File: src/rtl/data_mem_responder.sv
// Byte-serial load/store responder: N+1 cycles after handshake for legal accesses, 1 cycle for illegal ones.
// req_ready is high only when idle; requests offered while busy are dropped, never queued.
module data_mem_responder #(
  parameter int ADDR_WIDTH = 8
) (
  input  logic        clk,
  input  logic        rst,
  input  logic        req_valid,
  output logic        req_ready,
  input  logic        req_write,
  input  logic [2:0]  req_funct3,
  input  logic [31:0] req_addr,
  input  logic [31:0] req_wdata,
  output logic        resp_valid,
  output logic [31:0] resp_rdata,
  output logic        resp_err
);

  typedef enum logic [1:0] {IDLE, XFER, RESP} state_t;

  state_t                state, state_nx;
  logic                  wr_q;
  logic [2:0]            f3_q;
  logic [ADDR_WIDTH-1:0] base_q;
  logic [31:0]           wdata_q;
  logic [1:0]            cnt_q;
  logic [31:0]           asm_q;
  logic                  err_q;

  logic [7:0] mem [0:(1<<ADDR_WIDTH)-1];

  logic                  req_illegal;
  logic [1:0]            last_idx;
  logic                  last_byte;
  logic [ADDR_WIDTH-1:0] xfer_addr;
  logic [7:0]            rd_byte;
  logic [7:0]            wr_byte;
  logic [31:0]           ext_data;
  logic                  unused_addr_hi;

  // Address bits above the array depth alias onto the same storage.
  assign unused_addr_hi = ^req_addr[31:ADDR_WIDTH];

  always_comb begin
    req_illegal = 1'b1;
    case (req_funct3)
      3'b000:  req_illegal = 1'b0;
      3'b001:  req_illegal = req_addr[0];
      3'b010:  req_illegal = |req_addr[1:0];
      3'b100:  req_illegal = req_write;
      3'b101:  req_illegal = req_write | req_addr[0];
      default: req_illegal = 1'b1;
    endcase
  end

  always_comb begin
    last_idx = 2'd0;
    case (f3_q[1:0])
      2'b01:   last_idx = 2'd1;
      2'b10:   last_idx = 2'd3;
      default: last_idx = 2'd0;
    endcase
  end

  assign last_byte = (cnt_q == last_idx);
  assign xfer_addr = base_q + ADDR_WIDTH'(cnt_q);
  assign rd_byte   = mem[xfer_addr];
  assign wr_byte   = wdata_q[{cnt_q, 3'b000} +: 8];

  always_comb begin
    ext_data = asm_q;
    case (f3_q)
      3'b000:  ext_data = {{24{asm_q[7]}}, asm_q[7:0]};
      3'b001:  ext_data = {{16{asm_q[15]}}, asm_q[15:0]};
      3'b100:  ext_data = {24'b0, asm_q[7:0]};
      3'b101:  ext_data = {16'b0, asm_q[15:0]};
      default: ext_data = asm_q;
    endcase
  end

  always_comb begin
    state_nx   = state;
    req_ready  = 1'b0;
    resp_valid = 1'b0;
    resp_rdata = 32'b0;
    resp_err   = 1'b0;
    case (state)
      IDLE: begin
        req_ready = 1'b1;
        if (req_valid) state_nx = req_illegal ? RESP : XFER;
      end
      XFER: begin
        if (last_byte) state_nx = RESP;
      end
      RESP: begin
        resp_valid = 1'b1;
        resp_err   = err_q;
        if (!wr_q && !err_q) resp_rdata = ext_data;
        state_nx   = IDLE;
      end
      default: state_nx = IDLE;
    endcase
  end

  always_ff @(posedge clk) begin
    if (rst) begin
      state   <= IDLE;
      wr_q    <= 1'b0;
      f3_q    <= 3'b0;
      base_q  <= '0;
      wdata_q <= 32'b0;
      cnt_q   <= 2'b0;
      asm_q   <= 32'b0;
      err_q   <= 1'b0;
    end else begin
      state <= state_nx;
      case (state)
        IDLE: begin
          if (req_valid) begin
            wr_q    <= req_write;
            f3_q    <= req_funct3;
            base_q  <= req_addr[ADDR_WIDTH-1:0];
            wdata_q <= req_wdata;
            cnt_q   <= 2'b0;
            asm_q   <= 32'b0;
            err_q   <= req_illegal;
          end
        end
        XFER: begin
          cnt_q <= cnt_q + 2'd1;
          if (!wr_q) asm_q[{cnt_q, 3'b000} +: 8] <= rd_byte;
        end
        default: ;
      endcase
    end
  end

  // A reset landing mid-store suppresses that cycle's byte write.
  always_ff @(posedge clk) begin
    if (!rst && state == XFER && wr_q) mem[xfer_addr] <= wr_byte;
  end

endmodule

File: config.mk
export PLATFORM = sky130hd
export DESIGN_NAME = data_mem_responder
export DESIGN_NICKNAME = d
export VERILOG_FILES = /design/src/rtl/data_mem_responder.sv
export SDC_FILE = /design/constraint.sdc
export NUM_CORES = 2
export LEC_CHECK = 0
export ABC_AREA = 1
export BUFFER_PORTS_ARGS = -buffer_cell sky130_fd_sc_hd__buf_4
export CORE_MARGIN = 3
export CORE_UTILIZATION = 57
export DETAILED_ROUTE_END_ITERATION = 7
export PLACE_DENSITY_LB_ADDON = 0.05
export RECOVER_POWER = 100
export SLEW_MARGIN = 5
export SYNTH_ARGS = -nofsm -noshare
export SYNTH_HDL_FRONTEND = slang
export SYNTH_SLANG_ARGS = --single-unit
File: constraint.sdc
create_clock -name clk -period 10.25 [get_ports clk]
set_input_delay 2.05 -clock clk [delete_from_list [all_inputs] [get_ports clk]]
set_output_delay 2.05 -clock clk [all_outputs]
set_load 0.01 [all_outputs]
==> run metrics <==
Post-DP HPWL=122000 um; multiplexer area fraction after synthesis=0; most instantiated cells after synthesis=nor2_1 (2700), edfxtp_1 (2048), nand2_1 (1385); min-delay worst type=flip-flop to flip-flop; Setup Fix Bufs, Post-CTS=0; CTS Buf Count=212; layout cells sized above 1=0.0484; Final Hold Viols=0; synthesis warning total=0; Synth Area in Compound Gates=0.0145; I/O Buffers=81; Yosys reg bits=2129; final setup fails=0; first-pass GRT wire length=337000 um; Min Hold Slack=456 ps; worst path arrival time=8490 ps; post-CTS sizing=0; largest family of logic cells by synthesized area=simple AND/OR/NAND/NOR gates; ANT nets after route=0; post-synth top area cell=edfxtp_1; Starting Density=0.575; power per cell area=227 nW/um2; Total Nets Final=8227; Core Region=152000 um2; crit path kind=flip-flop to flip-flop; combinational power share=0.188; initial DRC count=5587; WP data required=10680 ps; number of synthesized flops with an enable pin=2048; Worst Path Max Fanout=142; failing checks=design-rule violations, max-capacitance violations, max-slew violations; Site Rows=143; Avg WL per Cell=21.9 um; htree depth=4; Psw=6.45 mW; Post-Syn Nets=8283; largest cells by area after synthesis=edfxtp_1 (70%), nor2_1 (12%), nand2_1 (5.9%); Slew @ Worst Pin=4720 ps; simple-gate share of the synthesized area=0.221; Post-synth ARST share=0; drt drc=15; fillcell total=12.1k; Final Critical Period=8060 ps; area of the multi-input gates=21100 um2; clk buf depth=3; Total Power=21.8 mW; clock sink count=2129; clock network power share=0.341; die area=159000 um2; Setup WS post-layout=2190 ps; Routed WL=227000 um; outcome=finished, violations left; sequential share of the synthesized area=0.720; Area growth, synth to finish=9.80%; Setup crit end kind=flip-flop; Startpoint Class=flip-flop; worst clock skew=22.4 ps; initial antenna violation count=6; I/O pin count=106; vias in the first global route=54.0k; overall overflow remaining after global route=0; Internal=15.4 mW; fmax=124 MHz; CTS tree=built; Die W=398 um; Post-Syn Area=87700 um2; final core utilization=0.632; Sequential Area=63100 um2; Leak=36.3 nW; DRT Pass-1 Iters=8; RSZ-0062 raised after global routing=no; xor and xnor area share after synthesis=0.000699; later-pin clock latency in the skew report=830 ps; Pins Over Slew Limit=2103; register share of total power=0.471; drt via density=5.52; average size of a mapped cell=10.7 um2; pre-CTS WS=3910 ps; Top FF cell, synth=edfxtp_1; global-route usage over all layers=0.286; Max Cap Viol=33; DR vias=57.1k; CTS clk-pin slew, worst paths=60 ps; top cell type's share of synthesized area=0.701; DIE HEIGHT=398 um; maximum VDD drop=260 uV; CTS root buf=clkbuf_16; count of different cell masters after synthesis=26; GPL Wtd Cong=0.861; Syn Inst Count=8202; top-count cell post-synth=nor2_1; Net Sw Frac=0.296; slew margin rel.=-2.15; Hold-fix buffers, CTS=0; largest net degree at the start of global routing=209; Synth Area in Adders=0.00151; fin crit share=0.786; Fin Setup TNS=0 ps
## logic make-up after synthesis
family          count (synthesis)
simple gates                 4893
flops                        2129
xor+xnor                        7
compound gates                240
fa+ha+maj                      10
buf+inv                       923
## power by group through the flow
stage	Combinational, mW	Clock (mW)	Sequential, mW
6_report	4.10	7.45	10.3
5_1_grt	4.50	7.86	10.3
3_3_place_gp	4.07	0	10.3
3_5_place_dp	4.12	0	10.3
4_1_cts	4.14	7.52	10.1
2_1_floorplan	2.49	0	10.6
## sequential cells by signal, indices dropped and copies added (netlist names)
name	count
base_q	8
err_q	1
state	2
wdata_q	32
asm_q	32
wr_q	1
f3_q	3
mem	2048
cnt_q	2
## cells in the final DEF, fill, tap and decap left out, types with 5 or more instances in the layout
master / count
nor2_1: 2698
edfxtp_1: 2048
nand2_1: 1381
nand3_1: 785
inv_1: 499
clkbuf_16: 218
o21ai_0: 144
clkbuf_1: 93
dfxtp_1: 81
buf_4: 76
clkinv_1: 62
a21oi_1: 48
clkinv_2: 43
o21bai_1: 20
nand4_1: 17
bufinv_16: 16
o21ai_1: 14
buf_12: 12
clkbuf_2: 12
ha_1: 8
o22ai_4: 5
## path summary, 6_finish.rpt
kind,start,to,slack [ps],cells past startpoint
max,cnt_q[1]$_SDFFE_PP0P_,mem[137][5]$_DFFE_PP_,2190,7
min,state[1]$_SDFFE_PP0P_,state[1]$_SDFFE_PP0P_,460,1
max reg2reg,cnt_q[1]$_SDFFE_PP0P_,mem[137][5]$_DFFE_PP_,2190,7
min reg2reg,state[1]$_SDFFE_PP0P_,state[1]$_SDFFE_PP0P_,460,1
## layer usage
| metal | vias up | wire (um) | track usage |
|---|---|---|---|
| met5 | - | 0 | 0 |
| met4 | 0 | 7260 | 0.0921 |
| met3 | 394 | 18000 | 0.0464 |
| met2 | 2172 | 107000 | 0.457 |
| met1 | 27500 | 94500 | 0.406 |
| li1 | 27000 | - | - |
## worst max-delay path: stages (launching register included)
cell,delay (ps)
dfxtp_1,730
fa_4,1100
inv_4,730
nand2_1,1270
buf_12,670
nor2_1,340
nand2_1,1420
nor2_1,1250
## metrics by stage
step / instance area (um2) / std cells
2_1_floorplan: 87700 / 8202
3_3_place_gp: 90100 / 9962
3_5_place_dp: 90100 / 9962
4_1_cts: 96700 / 10300
5_1_grt: 96300 / 10300
6_report: 96300 / 10400
## layout make-up
class                   count  area share
flip-flops and latches   2129       0.656
diodes                      2   0.0000520
multi-input cells        5150       0.219
inverters                 503      0.0197
repair buffers            150      0.0110
clock buffers             262      0.0584
clock inverters           125      0.0101
well taps                2030      0.0264
(Power assumes the default switching activity.)
